File: config.mk
export PLATFORM = sky130hd
export DESIGN_NAME = change_dispenser
export DESIGN_NICKNAME = d
export VERILOG_FILES = /design/src/rtl/change_dispenser.sv
export SDC_FILE = /design/constraint.sdc
export NUM_CORES = 1
export LEC_CHECK = 0
export ABC_AREA = 1
export BUFFER_PORTS_ARGS = -buffer_cell sky130_fd_sc_hd__clkbuf_2
export CORE_UTILIZATION = 35
export CTS_BUF_LIST = sky130_fd_sc_hd__clkbuf_4 sky130_fd_sc_hd__clkbuf_8
export CTS_CLUSTER_SIZE = 24
export DETAILED_ROUTE_END_ITERATION = 10
export PLACE_DENSITY_LB_ADDON = 0.1
export SYNTH_ARGS = -nofsm -noshare
export SYNTH_HDL_FRONTEND = slang
export SYNTH_SLANG_ARGS = --single-unit
export TNS_END_PERCENT = 20
File: constraint.sdc
create_clock -name clock -period 4.66 [get_ports clock]
set_input_delay 0.466 -clock clock [delete_from_list [all_inputs] [get_ports clock]]
set_output_delay 0.466 -clock clock [all_outputs]
set_load 0.02 [all_outputs]
File: src/rtl/change_dispenser.sv
// Greedy coin payout controller: pays a cent amount as timed quarter/dime/nickel
// actuator pulses, skipping empty hoppers, then reports the unpaid residue.
`timescale 1ns/1ps
module change_dispenser #(
   parameter int WIDTH        = 32,
   parameter int PULSE_CYCLES = 4,
   parameter int GAP_CYCLES   = 4
) (
   input  logic             clock,
   input  logic             reset,
   input  logic             start,
   input  logic [WIDTH-1:0] amount,
   input  logic             quarter_empty,
   input  logic             dime_empty,
   input  logic             nickel_empty,
   output logic             out_quarter,
   output logic             out_dime,
   output logic             out_nickel,
   output logic             busy,
   output logic             done,
   output logic             short,
   output logic [WIDTH-1:0] residue,
   output logic [7:0]       coin_count
);

   localparam int T_MAX = (PULSE_CYCLES > GAP_CYCLES) ? PULSE_CYCLES : GAP_CYCLES;
   localparam int TW    = (T_MAX > 1) ? $clog2(T_MAX) : 1;
   localparam logic [TW-1:0]    PULSE_LOAD = TW'(PULSE_CYCLES - 1);
   localparam logic [TW-1:0]    GAP_LOAD   = TW'(GAP_CYCLES - 1);
   localparam logic [WIDTH-1:0] Q_VAL      = WIDTH'(25);
   localparam logic [WIDTH-1:0] D_VAL      = WIDTH'(10);
   localparam logic [WIDTH-1:0] N_VAL      = WIDTH'(5);

   typedef enum logic [2:0] {IDLE, SELECT, PULSE, GAP, DONE} state_t;

   state_t           r_state,     w_state;
   logic [WIDTH-1:0] r_remaining, w_remaining;
   logic [TW-1:0]    r_timer,     w_timer;
   logic [2:0]       r_out,       w_out;   // one-hot {quarter, dime, nickel}
   logic             r_busy,      w_busy;
   logic             r_done,      w_done;
   logic             r_short,     w_short;
   logic [WIDTH-1:0] r_residue,   w_residue;
   logic [7:0]       r_count,     w_count;

   // NOTE: every w_* gets a default before the case so no path leaves it
   // unassigned; a missing default here would infer a latch.
   always_comb begin
      w_state     = r_state;
      w_remaining = r_remaining;
      w_timer     = r_timer;
      w_out       = r_out;
      w_busy      = r_busy;
      w_done      = 1'b0;
      w_short     = r_short;
      w_residue   = r_residue;
      w_count     = r_count;
      case (r_state)
         IDLE: begin
            w_busy = 1'b0;
            if (start) begin
               w_remaining = amount;
               w_short     = 1'b0;
               w_residue   = '0;
               w_count     = '0;
               w_busy      = 1'b1;
               w_state     = SELECT;
            end
         end
         SELECT: begin
            if (r_remaining >= Q_VAL && !quarter_empty) begin
               w_out       = 3'b100;
               w_remaining = r_remaining - Q_VAL;
            end else if (r_remaining >= D_VAL && !dime_empty) begin
               w_out       = 3'b010;
               w_remaining = r_remaining - D_VAL;
            end else if (r_remaining >= N_VAL && !nickel_empty) begin
               w_out       = 3'b001;
               w_remaining = r_remaining - N_VAL;
            end
            if (w_out != 3'b000) begin
               w_count = (r_count == 8'hFF) ? r_count : r_count + 8'd1;
               w_timer = PULSE_LOAD;
               w_state = PULSE;
            end else begin
               // Residue and short are registered alongside done so all three align.
               w_done    = 1'b1;
               w_residue = r_remaining;
               w_short   = (r_remaining != '0);
               w_state   = DONE;
            end
         end
         PULSE: begin
            if (r_timer == '0) begin
               w_out   = 3'b000;
               w_timer = GAP_LOAD;
               w_state = GAP;
            end else begin
               w_timer = r_timer - 1'b1;
            end
         end
         GAP: begin
            if (r_timer == '0) w_state = SELECT;
            else               w_timer = r_timer - 1'b1;
         end
         DONE: begin
            w_busy  = 1'b0;
            w_state = IDLE;
         end
         default: w_state = IDLE;
      endcase
   end

   // NOTE: sequential state uses non-blocking assignments so every register
   // samples the pre-edge values, independent of statement order.
   always_ff @(posedge clock or posedge reset) begin
      if (reset) begin
         r_state     <= IDLE;
         r_remaining <= '0;
         r_timer     <= '0;
         r_out       <= '0;
         r_busy      <= 1'b0;
         r_done      <= 1'b0;
         r_short     <= 1'b0;
         r_residue   <= '0;
         r_count     <= '0;
      end else begin
         r_state     <= w_state;
         r_remaining <= w_remaining;
         r_timer     <= w_timer;
         r_out       <= w_out;
         r_busy      <= w_busy;
         r_done      <= w_done;
         r_short     <= w_short;
         r_residue   <= w_residue;
         r_count     <= w_count;
      end
   end

   assign out_quarter = r_out[2];
   assign out_dime    = r_out[1];
   assign out_nickel  = r_out[0];
   assign busy        = r_busy;
   assign done        = r_done;
   assign short       = r_short;
   assign residue     = r_residue;
   assign coin_count  = r_count;

endmodule

==> summary.md, run 1 <==
Yosys
* synthesized netlist cell count: 1057
* cell taking the most area after synthesis: dfrtp_1
* synthesized area divided by synthesized cell count: 6.42 um2
* most numerous cell in the Yosys netlist: nand2_1
* list of most frequent post-synthesis cells: nand2_1 (434), nor2_1 (109), dfrtp_1 (83), xor2_1 (80), inv_1 (76)
* number of warnings issued by yosys: 0
* number of flops mapped to enable cells by yosys: 0
* area share of the largest cell type after synthesis: 0.306
* distinct cell type count of the synthesized netlist: 37
* primary flip-flop cell chosen by synthesis mapping: dfrtp_1
* Syn Nets: 1104
* Seq/Total Area, Yosys: 0.306
* synthesis-stage register bit count: 83
* Async S/R FF share, synth: 1.00
* largest cells by area after synthesis: dfrtp_1 (31%), nand2_1 (24%), xor2_1 (10%), nor2_1 (6.0%), nand3_1 (5.3%)
* cell area after technology mapping: 6790 um2

Routing
* number of iterations in the first detailed-routing pass: 5
* Vias per Instance: 4.81
* count of vias placed by the detailed router: 6648
* DRC violation count after routing: 0
* post-route antenna net violation count: 0
* wire length per cell after detailed routing: 16.1 um
* violation count after the first detailed-route iteration: 411
* total wirelength of the detailed-routed design: 22.3 mm

Setup path
* type of the worst setup path: reg2reg
* worst reg-to-reg setup slack: 1.32 ns
* arrival time of data at the critical path endpoint: 3.63 ns
* Critical Path Source Type: flip-flop
* critical-path maximum fanout: 35
* type of destination of the critical path: flip-flop
* Req. time, crit path: 4.95 ns

Finish
* count of non-filler cells in the finished layout: 1382
* area added between synthesis and finish: 11.3%
* layout cells sized above 1: 0.146
* number of fillers in the final layout: 2131
* # nets final: 1164
* ant diodes: 0

GRT
* largest net degree at the start of global routing: 56
* antenna violations before repair: 0
* total global routing overflow: 0
* global-route wire length before repair: 35.7 mm
* vias in the first global route: 6390
* All-Layer GR Usage: 0.235

STA
* skew final: 0.0103 ns
* Slew Viols, Final: 0
* worst slew margin relative to its limit: 0.389
* setup-violating endpoint count in the final report: 0
* period utilization: 0.716
* Peak Freq: 300 MHz
* Fin Setup TNS: 0 ns
* clock period minus final worst setup slack: 3.34 ns
* slew at the pin closest to its max-slew limit: 0.906 ns
* unrepaired setup endpoints after global routing: no
* count of endpoints failing hold in the final timing report: 0

Die
* Placeable Area: 18800 um2
* number of I/O pins: 84
* number of standard-cell rows in the floorplan: 50
* Chip Height: 141 um
* die area: 19900 um2
* starting density of the core: 0.360
* Die X-Extent: 141 um

Clocking
* clock tree root driver cell: clkbuf_8
* Clock Latency Late Sink: 0.39 ns
* CTS Buffer Depth: 2
* # Post-CTS Setup Buffers: 0
* TritonCTS clock tree: built
* clock buffer count from CTS: 9
* post-cts hold buffer count: 0
* H-tree depth: 3
* TritonCTS Sinks: 83
* clock-pin slew on the worst setup and hold paths: 0.10 ns
* cells resized by post-CTS repair: 0

Power and ir drop
* portion of total power attributed to the clock network: 0.119
* P per Cell Area: 627 nW/um2
* Max VDD drop: 0.468 mV
* Design Power: 4730 uW
* Logic pwr share: 0.587
* switching part of the total power: 0.556
* Net Switching: 2630 uW
* internal power component: 2100 uW
* Leak: 0.00389 uW
* sequential group share of total power: 0.295

Placement
* detailed placement HPWL: 16.2 mm
* placer's final routability congestion estimate: 0.934
* count of port buffers added during placement: 83
* Placed Cells incl. Taps: 1366

Hold path
* Tightest Hold Check Type: in2async

Status
* outcome: finished clean

Job
* Max Cap Violations: 0

==> path summary, 6_finish.rpt <==
check | startpoint | to | cells past startpoint
worst max-delay path | r_remaining[1]$_DFFE_PP0P_ | residue[21]$_DFFE_PP0P_ | 15
worst min-delay path | reset | residue[29]$_DFFE_PP0P_ | 2
worst max register to register | r_remaining[1]$_DFFE_PP0P_ | residue[21]$_DFFE_PP0P_ | 15
worst min register to register | residue[31]$_DFFE_PP0P_ | residue[31]$_DFFE_PP0P_ | 2
max in group asynchronous | reset | r_remaining[4]$_DFFE_PP0P_ | 3
min in group clock | amount[11] | r_remaining[11]$_DFFE_PP0P_ | 3
==> cells by family (layout without fill, tap and decap cells) <==
family / Yosys count / in the layout / synth area share
compound gates: 82 / 82 / 0.0715
fa+ha+maj: 9 / 9 / 0.0166
buf+inv: 131 / 196 / 0.0856
simple gates: 671 / 671 / 0.416
xor+xnor: 81 / 81 / 0.105
flops: 83 / 83 / 0.306
==> layer usage <==
layer  wire, um  GRT usage
met5          0          0
met4        366     0.0692
met3        791     0.0353
met2      10300      0.387
met1      10900      0.317
==> state kept, by name (all words and copies together) (netlist names), 2 cells and up <==
register     count
r_timer          2
coin_count       8
r_out            3
r_remaining     32
residue         32
r_state          3
==> critical path, stage by stage, from the launching register on <==
cell	delay, ns
dfrtp_1	0.46
inv_1	0.21
ha_1	0.30
nand2_2	0.11
nand2_1	0.15
inv_2	0.06
nand2_2	0.08
nand3_2	0.08
nand2_1	0.08
nand2_2	0.21
inv_4	0.42
nand4_1	0.22
nand2_1	0.12
nand2_2	0.43
nand2_1	0.21
nand2_1	0.06
==> through the flow <==
| stage | util | instance area [um2] | worst slack [ns] | hold WS [ns] |
|---|---|---|---|---|
| global placement | 0.390 | 7350 | 1.45 | 0.456 |
| finish | 0.401 | 7550 | 1.32 | 0.159 |
| detailed placement | 0.390 | 7350 | 1.27 | 0.458 |
| CTS | 0.401 | 7550 | 1.26 | 0.185 |
| floorplan | - | 6790 | 2.06 | 0.442 |
| global route | 0.401 | 7550 | 0.915 | 0.215 |
==> cells in the final DEF, fill, tap and decap left out, drive strengths merged, types with 7 or more instances in the layout <==
cell type / Yosys / final
nor2: 127 / 127
nand2: 445 / 445
or2: 7 / 7
o211ai: 13 / 13
buf: 36 / 10
nand3: 76 / 76
inv: 87 / 88
o21ai: 40 / 40
dfrtp: 83 / 83
clkbuf: 8 / 92
xor2: 80 / 80
a21oi: 20 / 20
nand4: 8 / 8
ha: 9 / 9
==> area by class of cell <==
class | instances | area [um2] | area share
clock inverters | 7 | 76.3 | 0.0101
inverters | 87 | 333 | 0.0441
repair buffers | 93 | 490 | 0.0649
multi-input cells | 843 | 4130 | 0.546
well taps | 260 | 325 | 0.0431
flip-flops and latches | 83 | 2080 | 0.275
clock buffers | 9 | 124 | 0.0164
==> power groups by stage <==
stage | Combinational (uW) | Sequential (uW) | Clock (uW)
after floorplan | 2060 | 1310 | 0
after global placement | 2770 | 1410 | 0
after detailed placement | 2770 | 1400 | 0
after CTS | 2780 | 1390 | 580
after global routing | 3120 | 1440 | 607
final | 2780 | 1400 | 562
No activity file was read; power rests on OpenSTA's default activity.
==> run 2, diff against run 1 <==
==> constraint.sdc (replaced) <==
create_clock -name clock -period 3.05 [get_ports clock]
set_input_delay 0.305 -clock clock [delete_from_list [all_inputs] [get_ports clock]]
set_output_delay 0.305 -clock clock [all_outputs]
set_load 0.02 [all_outputs]
==> summary.md, run 2 (same netlist as run 1, synthesis figures left out) <==
STA
* Peak Freq: 359 MHz, +20%
* final hold slack: 0.164 ns, +0.00526 ns
* count of endpoints failing hold in the final timing report: 0, unchanged
* setup-violating endpoint count in the final report: 0, unchanged
* Fin Setup TNS: 0 ns, unchanged
* period utilization: 0.914, +0.198
* unrepaired setup endpoints after global routing: no
* worst slew margin relative to its limit: 0.526, +0.137
* slew at the pin closest to its max-slew limit: 0.710 ns, -0.197 ns
* skew final: 0.0199 ns, +0.00955 ns
* clock period minus final worst setup slack: 2.79 ns, -0.550 ns
* Slew Viols, Final: 0, unchanged

GRT
* total global routing overflow: 0, unchanged
* largest net degree at the start of global routing: 39, -30%
* All-Layer GR Usage: 0.238, +0.00341
* antenna violations before repair: 0, unchanged
* vias in the first global route: 6585, +3.1%
* global-route wire length before repair: 36.3 mm, +1.9%

Die
* die area: 19900 um2, unchanged
* number of standard-cell rows in the floorplan: 50, unchanged
* Placeable Area: 18800 um2, unchanged
* number of I/O pins: 84, unchanged
* Chip Height: 141 um, unchanged
* starting density of the core: 0.360, unchanged
* Die X-Extent: 141 um, unchanged

Power and ir drop
* Design Power: 7430 uW, +57%
* Max VDD drop: 0.408 mV, -13%
* Leak: 0.00397 uW, +2.2%
* P per Cell Area: 965 nW/um2, +54%

Finish
* # nets final: 1181, +1.5%
* leading cell type in the layout, fill and taps excluded: nand2_1
* ant diodes: 0, unchanged
* post-route standard cell area excluding fillers: 7700 um2, +1.9%
* number of fillers in the final layout: 2089, -2.0%
* area added between synthesis and finish: 13.4%
* most frequent cells in the layout: nand2_1 (433), nor2_1 (109), dfrtp_1 (83), clkbuf_2 (83), xor2_1 (80)
* layout cells sized above 1: 0.160, +0.0136
* Core Util, Final: 0.409, +0.00757

Hold path
* Tightest Hold Check Type: in2reg
* Hold Startpoint: amount[5]

Routing
* Vias per Instance: 4.86, +1.0%
* wire length per cell after detailed routing: 16.2 um, +0.18%
* total wirelength of the detailed-routed design: 22.6 mm, +1.4%
* count of vias placed by the detailed router: 6797, +2.2%
* DRC violation count after routing: 0, unchanged
* number of iterations in the first detailed-routing pass: 5, unchanged
* violation count after the first detailed-route iteration: 389, -5.4%
* post-route antenna net violation count: 0, unchanged

Clocking
* clock tree root driver cell: clkbuf_8
* # Post-CTS Setup Buffers: 0, unchanged
* H-tree depth: 3, unchanged
* CTS Buffer Depth: 2, unchanged
* TritonCTS Sinks: 83, unchanged
* Clock Latency Late Sink: 0.40 ns, about the same
* TritonCTS clock tree: built
* clock buffer count from CTS: 9, unchanged
* clock-pin slew on the worst setup and hold paths: 0.10 ns, about the same

Setup path
* cell with the most instances on the worst path: nand2_2
* critical path's slowest cell: dfrtp_1
* crit-path max cell delay: 0.49 ns, +0.03 ns
* type of the worst setup path: reg2reg
* arrival time of data at the critical path endpoint: 3.12 ns, -0.51 ns
* Critical Path Source Type: flip-flop
* source of the worst register-to-register timing path: r_remaining[0]$_DFFE_PP0P_
* source of the critical timing path: r_remaining[0]$_DFFE_PP0P_
* Top Family by Delay on Critical Path: simple AND/OR/NAND/NOR gates
* type of destination of the critical path: flip-flop
* Req. time, crit path: 3.38 ns, -1.57 ns
* worst path cell trace: inv_1 -> ha_2 -> nand2_2 -> nand2_1 -> inv_2 -> nand2_2 -> nand3_2 -> nand2_1 -> nand2_2 -> inv_4 -> nand2_2 -> nand2_2 -> nor2_4 -> nand3_4 -> inv_6 -> nand2_1 -> nand2_1
* critical-path maximum fanout: 34, -2.9%
* number of buffer and inverter stages on the critical path: 4, +1

Job
* Max Cap Violations: 0, unchanged

Placement
* placer's final routability congestion estimate: 0.897, -3.9%
* count of port buffers added during placement: 83, unchanged
* cell area reported after detailed placement: 7470 um2, +1.6%
* detailed placement HPWL: 17.1 mm, +5.7%

Status
* outcome: finished clean

run 2: power breakdown:
| group | switching (uW) | internal (uW) |
|---|---|---|
| Sequential | 558 | 1510 |
| Clock | 482 | 392 |
| Combinational | 3040 | 1450 |
| Total | 4080 | 3350 |
run 2: repair_timing:
action | CTS | global route
gates resized for setup | 0 | 3
hold buffers | 1 | 0
hold endpoints to repair | 28 | 0
setup endpoints to repair | 0 | 42
run 2: per-layer routing:
| metal | routed length, um | GRT usage |
|---|---|---|
| met4 | 316 | 0.0589 |
| met1 | 10900 | 0.326 |
| met3 | 928 | 0.0404 |
| met5 | 0 | 0 |
| met2 | 10500 | 0.389 |
run 2: worst paths after layout:
check,to,slack (ns),cells past startpoint
worst max register to register,residue[11]$_DFFE_PP0P_,0.26,17
min in group asynchronous,residue[22]$_DFFE_PP0P_,0.49,3
worst max-delay path,residue[11]$_DFFE_PP0P_,0.26,17
worst min register to register,residue[14]$_DFFE_PP0P_,0.48,2
worst min-delay path,r_remaining[5]$_DFFE_PP0P_,0.16,3
max in group asynchronous,r_remaining[2]$_DFFE_PP0P_,1.75,4
run 2: area by class of cell:
| cell class | instances | area [um2] | share of cell area |
|---|---|---|---|
| clock buffers | 9 | 124 | 0.0161 |
| clock inverters | 7 | 81.3 | 0.0106 |
| inverters | 87 | 335 | 0.0436 |
| multi-input cells | 843 | 4130 | 0.537 |
| flip-flops and latches | 83 | 2080 | 0.270 |
| well taps | 260 | 325 | 0.0423 |
| repair buffers | 110 | 621 | 0.0806 |
run 2: metrics by stage:
step	setup WS, ns	instances
after global placement	0.299	1382
after detailed placement	0.166	1382
final	0.263	1399
after CTS	0.122	1399
after global routing	0.00266	1399
after floorplan	0.608	1057
run 2: tightest hold or removal path, stage by stage:
cell and delay, ns:
clkbuf_2 0.08, o211ai_1 0.08, nand2_1 0.06
==> run 3, diff against run 2 <==
--- a/config.mk
+++ b/config.mk
@@ -7,7 +7,7 @@
 export LEC_CHECK = 0
 export ABC_AREA = 1
 export BUFFER_PORTS_ARGS = -buffer_cell sky130_fd_sc_hd__clkbuf_2
-export CORE_UTILIZATION = 35
+export CORE_UTILIZATION = 48
 export CTS_BUF_LIST = sky130_fd_sc_hd__clkbuf_4 sky130_fd_sc_hd__clkbuf_8
 export CTS_CLUSTER_SIZE = 24
 export DETAILED_ROUTE_END_ITERATION = 10
@@ -15,4 +15,4 @@
 export SYNTH_ARGS = -nofsm -noshare
 export SYNTH_HDL_FRONTEND = slang
 export SYNTH_SLANG_ARGS = --single-unit
-export TNS_END_PERCENT = 20
+export TNS_END_PERCENT = 100
==> summary.md, run 3 (same netlist as run 1, synthesis figures left out) <==
Die
* starting density of the core: 0.491, +0.130
* Chip Height: 121 um, -14%
* die area: 14600 um2, -27%
* Placeable Area: 13800 um2, -27%
* Die X-Extent: 121 um, -14%
* number of standard-cell rows in the floorplan: 43, -14%
* number of I/O pins: 84, unchanged

Routing
* DRC violation count after routing: 0, unchanged
* count of vias placed by the detailed router: 6833, +0.53%
* wire length per cell after detailed routing: 15.5 um, -4.1%
* total wirelength of the detailed-routed design: 20.5 mm, -9.5%
* violation count after the first detailed-route iteration: 487, +25%
* number of iterations in the first detailed-routing pass: 5, unchanged
* post-route antenna net violation count: 0, unchanged
* Vias per Instance: 5.18, +6.5%

Power and ir drop
* portion of total power attributed to the clock network: 0.104, -0.014
* sequential group share of total power: 0.285, +0.007
* Max VDD drop: 0.747 mV, +83%
* Net Switching: 3990 uW, -2.1%
* Leak: 0.00397 uW, -0.10%
* Logic pwr share: 0.611, +0.007
* switching part of the total power: 0.548, -0.000658
* internal power component: 3290 uW, -1.8%
* P per Cell Area: 960 nW/um2, -0.50%

Clocking
* TritonCTS Sinks: 83, unchanged
* clock-pin slew on the worst setup and hold paths: 0.09 ns, about the same
* TritonCTS clock tree: built
* H-tree depth: 3, unchanged
* clock tree root driver cell: clkbuf_8
* clock buffer count from CTS: 9, unchanged
* # Post-CTS Setup Buffers: 0, unchanged
* Clock Latency Late Sink: 0.39 ns, about the same
* CTS Buffer Depth: 2, unchanged

STA
* worst slew margin relative to its limit: 0.541, +0.0149
* clock period minus final worst setup slack: 2.73 ns, -0.0557 ns
* count of endpoints failing hold in the final timing report: 0, unchanged
* skew final: 0.0130 ns, -0.00690 ns
* unrepaired setup endpoints after global routing: no
* Slew Viols, Final: 0, unchanged
* slew at the pin closest to its max-slew limit: 0.687 ns, -0.0224 ns
* period utilization: 0.896, -0.0183
* Fin Setup TNS: 0 ns, unchanged
* setup-violating endpoint count in the final report: 0, unchanged
* Peak Freq: 366 MHz, +2.0%

Finish
* # nets final: 1182, +0.085%
* layout cells sized above 1: 0.158, -0.00189
* area used by sequential logic in the layout: 2080 um2, unchanged
* count of non-filler cells in the finished layout: 1320, -5.6%
* number of fillers in the final layout: 1445, -31%
* area added between synthesis and finish: 11.8%
* most frequent cells in the layout: nand2_1 (434), nor2_1 (109), dfrtp_1 (83), clkbuf_2 (83), xor2_1 (80)
* ant diodes: 0, unchanged
* leading cell type in the layout, fill and taps excluded: nand2_1
* multi-input combinational cell area: 4130 um2, -0.12%

Setup path
* number of cells on the critical path: 16, -1
* critical path endpoint: r_remaining[25]$_DFFE_PP0P_
* number of cells on the worst reg-to-reg path: 16, -1
* arrival time of data at the critical path endpoint: 2.99 ns, -0.13 ns
* crit-path max cell delay: 0.45 ns, -0.04 ns
* worst path cell trace: inv_1 -> ha_1 -> nand2_2 -> nand2_1 -> inv_2 -> nand2_2 -> nand3_2 -> nand2_1 -> nand2_2 -> nor2_2 -> nand3_2 -> nand2_4 -> buf_4 -> a21oi_1 -> nand2_1 -> o21ai_1
* source of the worst register-to-register timing path: r_remaining[1]$_DFFE_PP0P_
* worst reg-to-reg setup slack: 0.32 ns, +0.06 ns
* number of buffer and inverter stages on the critical path: 3, -1
* Req. time, crit path: 3.31 ns, -0.07 ns
* critical-path maximum fanout: 27, -21%
* worst reg2reg endpoint: r_remaining[25]$_DFFE_PP0P_
* type of the worst setup path: reg2reg
* Critical Path Source Type: flip-flop
* critical path's slowest cell: dfrtp_1
* Top Family by Delay on Critical Path: simple AND/OR/NAND/NOR gates
* type of destination of the critical path: flip-flop
* source of the critical timing path: r_remaining[1]$_DFFE_PP0P_

Placement
* detailed placement HPWL: 15.3 mm, -11%
* Placed Cells incl. Taps: 1303, -5.7%
* count of port buffers added during placement: 83, unchanged
* placer's final routability congestion estimate: 0.947, +5.5%

GRT
* total global routing overflow: 0, unchanged
* All-Layer GR Usage: 0.296, +0.0579
* vias in the first global route: 6510, -1.1%
* largest net degree at the start of global routing: 48, +23%
* antenna violations before repair: 0, unchanged
* global-route wire length before repair: 33.7 mm, -7.4%

Hold path
* Tightest Hold Check Type: in2reg

Status
* outcome: finished clean

Job
* Max Cap Violations: 0, unchanged

run 3: layout make-up:
| type | instances | area share |
|---|---|---|
| clock buffer | 10 | 0.0173 |
| clock inverter | 6 | 0.00627 |
| inverter | 87 | 0.0442 |
| multi-input combinational | 843 | 0.544 |
| sequential | 83 | 0.274 |
| tap | 180 | 0.0297 |
| timing repair buffer | 111 | 0.0845 |
run 3: worst min path at each step:
| stage | start | endpoint | slack, ns | depth (start not counted) |
|---|---|---|---|---|
| detailed placement | reset | residue[27]$_DFFE_PP0P_ | 0.39 | 2 |
| global placement | reset | residue[24]$_DFFE_PP0P_ | 0.40 | 2 |
| global route | amount[11] | r_remaining[11]$_DFFE_PP0P_ | 0.16 | 3 |
| finish | amount[5] | r_remaining[5]$_DFFE_PP0P_ | 0.16 | 3 |
| floorplan | r_timer[1]$_DFFE_PP0P_ | r_timer[1]$_DFFE_PP0P_ | 0.44 | 2 |
| CTS | amount[14] | r_remaining[14]$_DFFE_PP0P_ | 0.15 | 3 |
run 3: tightest hold or removal path, delay by kind of cell:
| kind | cells | cell delay (ns) |
|---|---|---|
| buffers and inverters | 1 | 0.08 |
| AO/OA/AOI/OAI | 1 | 0.08 |
| AND/OR/NAND/NOR | 1 | 0.06 |
run 3: metal layers:
metal,vias to the layer above,global-route usage,share of wire
li1,3441,-,-
met1,3149,0.389,0.45
met2,201,0.486,0.47
met3,42,0.0479,0.052
met4,0,0.117,0.030
met5,-,0,0
run 3: what timing repair did:
item / CTS / global route
gates resized for setup: 0 / 1
endpoints found under the hold margin: 36 / 0
endpoints found under the setup margin: 0 / 7
hold buffers: 1 / 0
run 3: per-stage QoR:
| step | total power, uW | hold WS [ns] | cell area [um2] | utilization | setup WS [ns] |
|---|---|---|---|---|---|
| finish | 7280 | 0.165 | 7580 | 0.549 | 0.318 |
| global route | 7910 | 0.163 | 7580 | 0.549 | 0.0258 |
| CTS | 7260 | 0.149 | 7580 | 0.548 | 0.231 |
| detailed placement | 6480 | 0.395 | 7390 | 0.535 | 0.242 |
| global placement | 6450 | 0.398 | 7390 | 0.535 | 0.402 |
| floorplan | 5150 | 0.442 | 6790 | - | 0.608 |
run 3: power groups by stage:
| stage | logic [uW] | clock network [uW] | registers (uW) |
|---|---|---|---|
| 2_1_floorplan | 3140 | 0 | 2000 |
| 3_3_place_gp | 4370 | 0 | 2080 |
| 3_5_place_dp | 4390 | 0 | 2090 |
| 4_1_cts | 4410 | 782 | 2070 |
| 5_1_grt | 4950 | 827 | 2130 |
| 6_report | 4450 | 760 | 2070 |
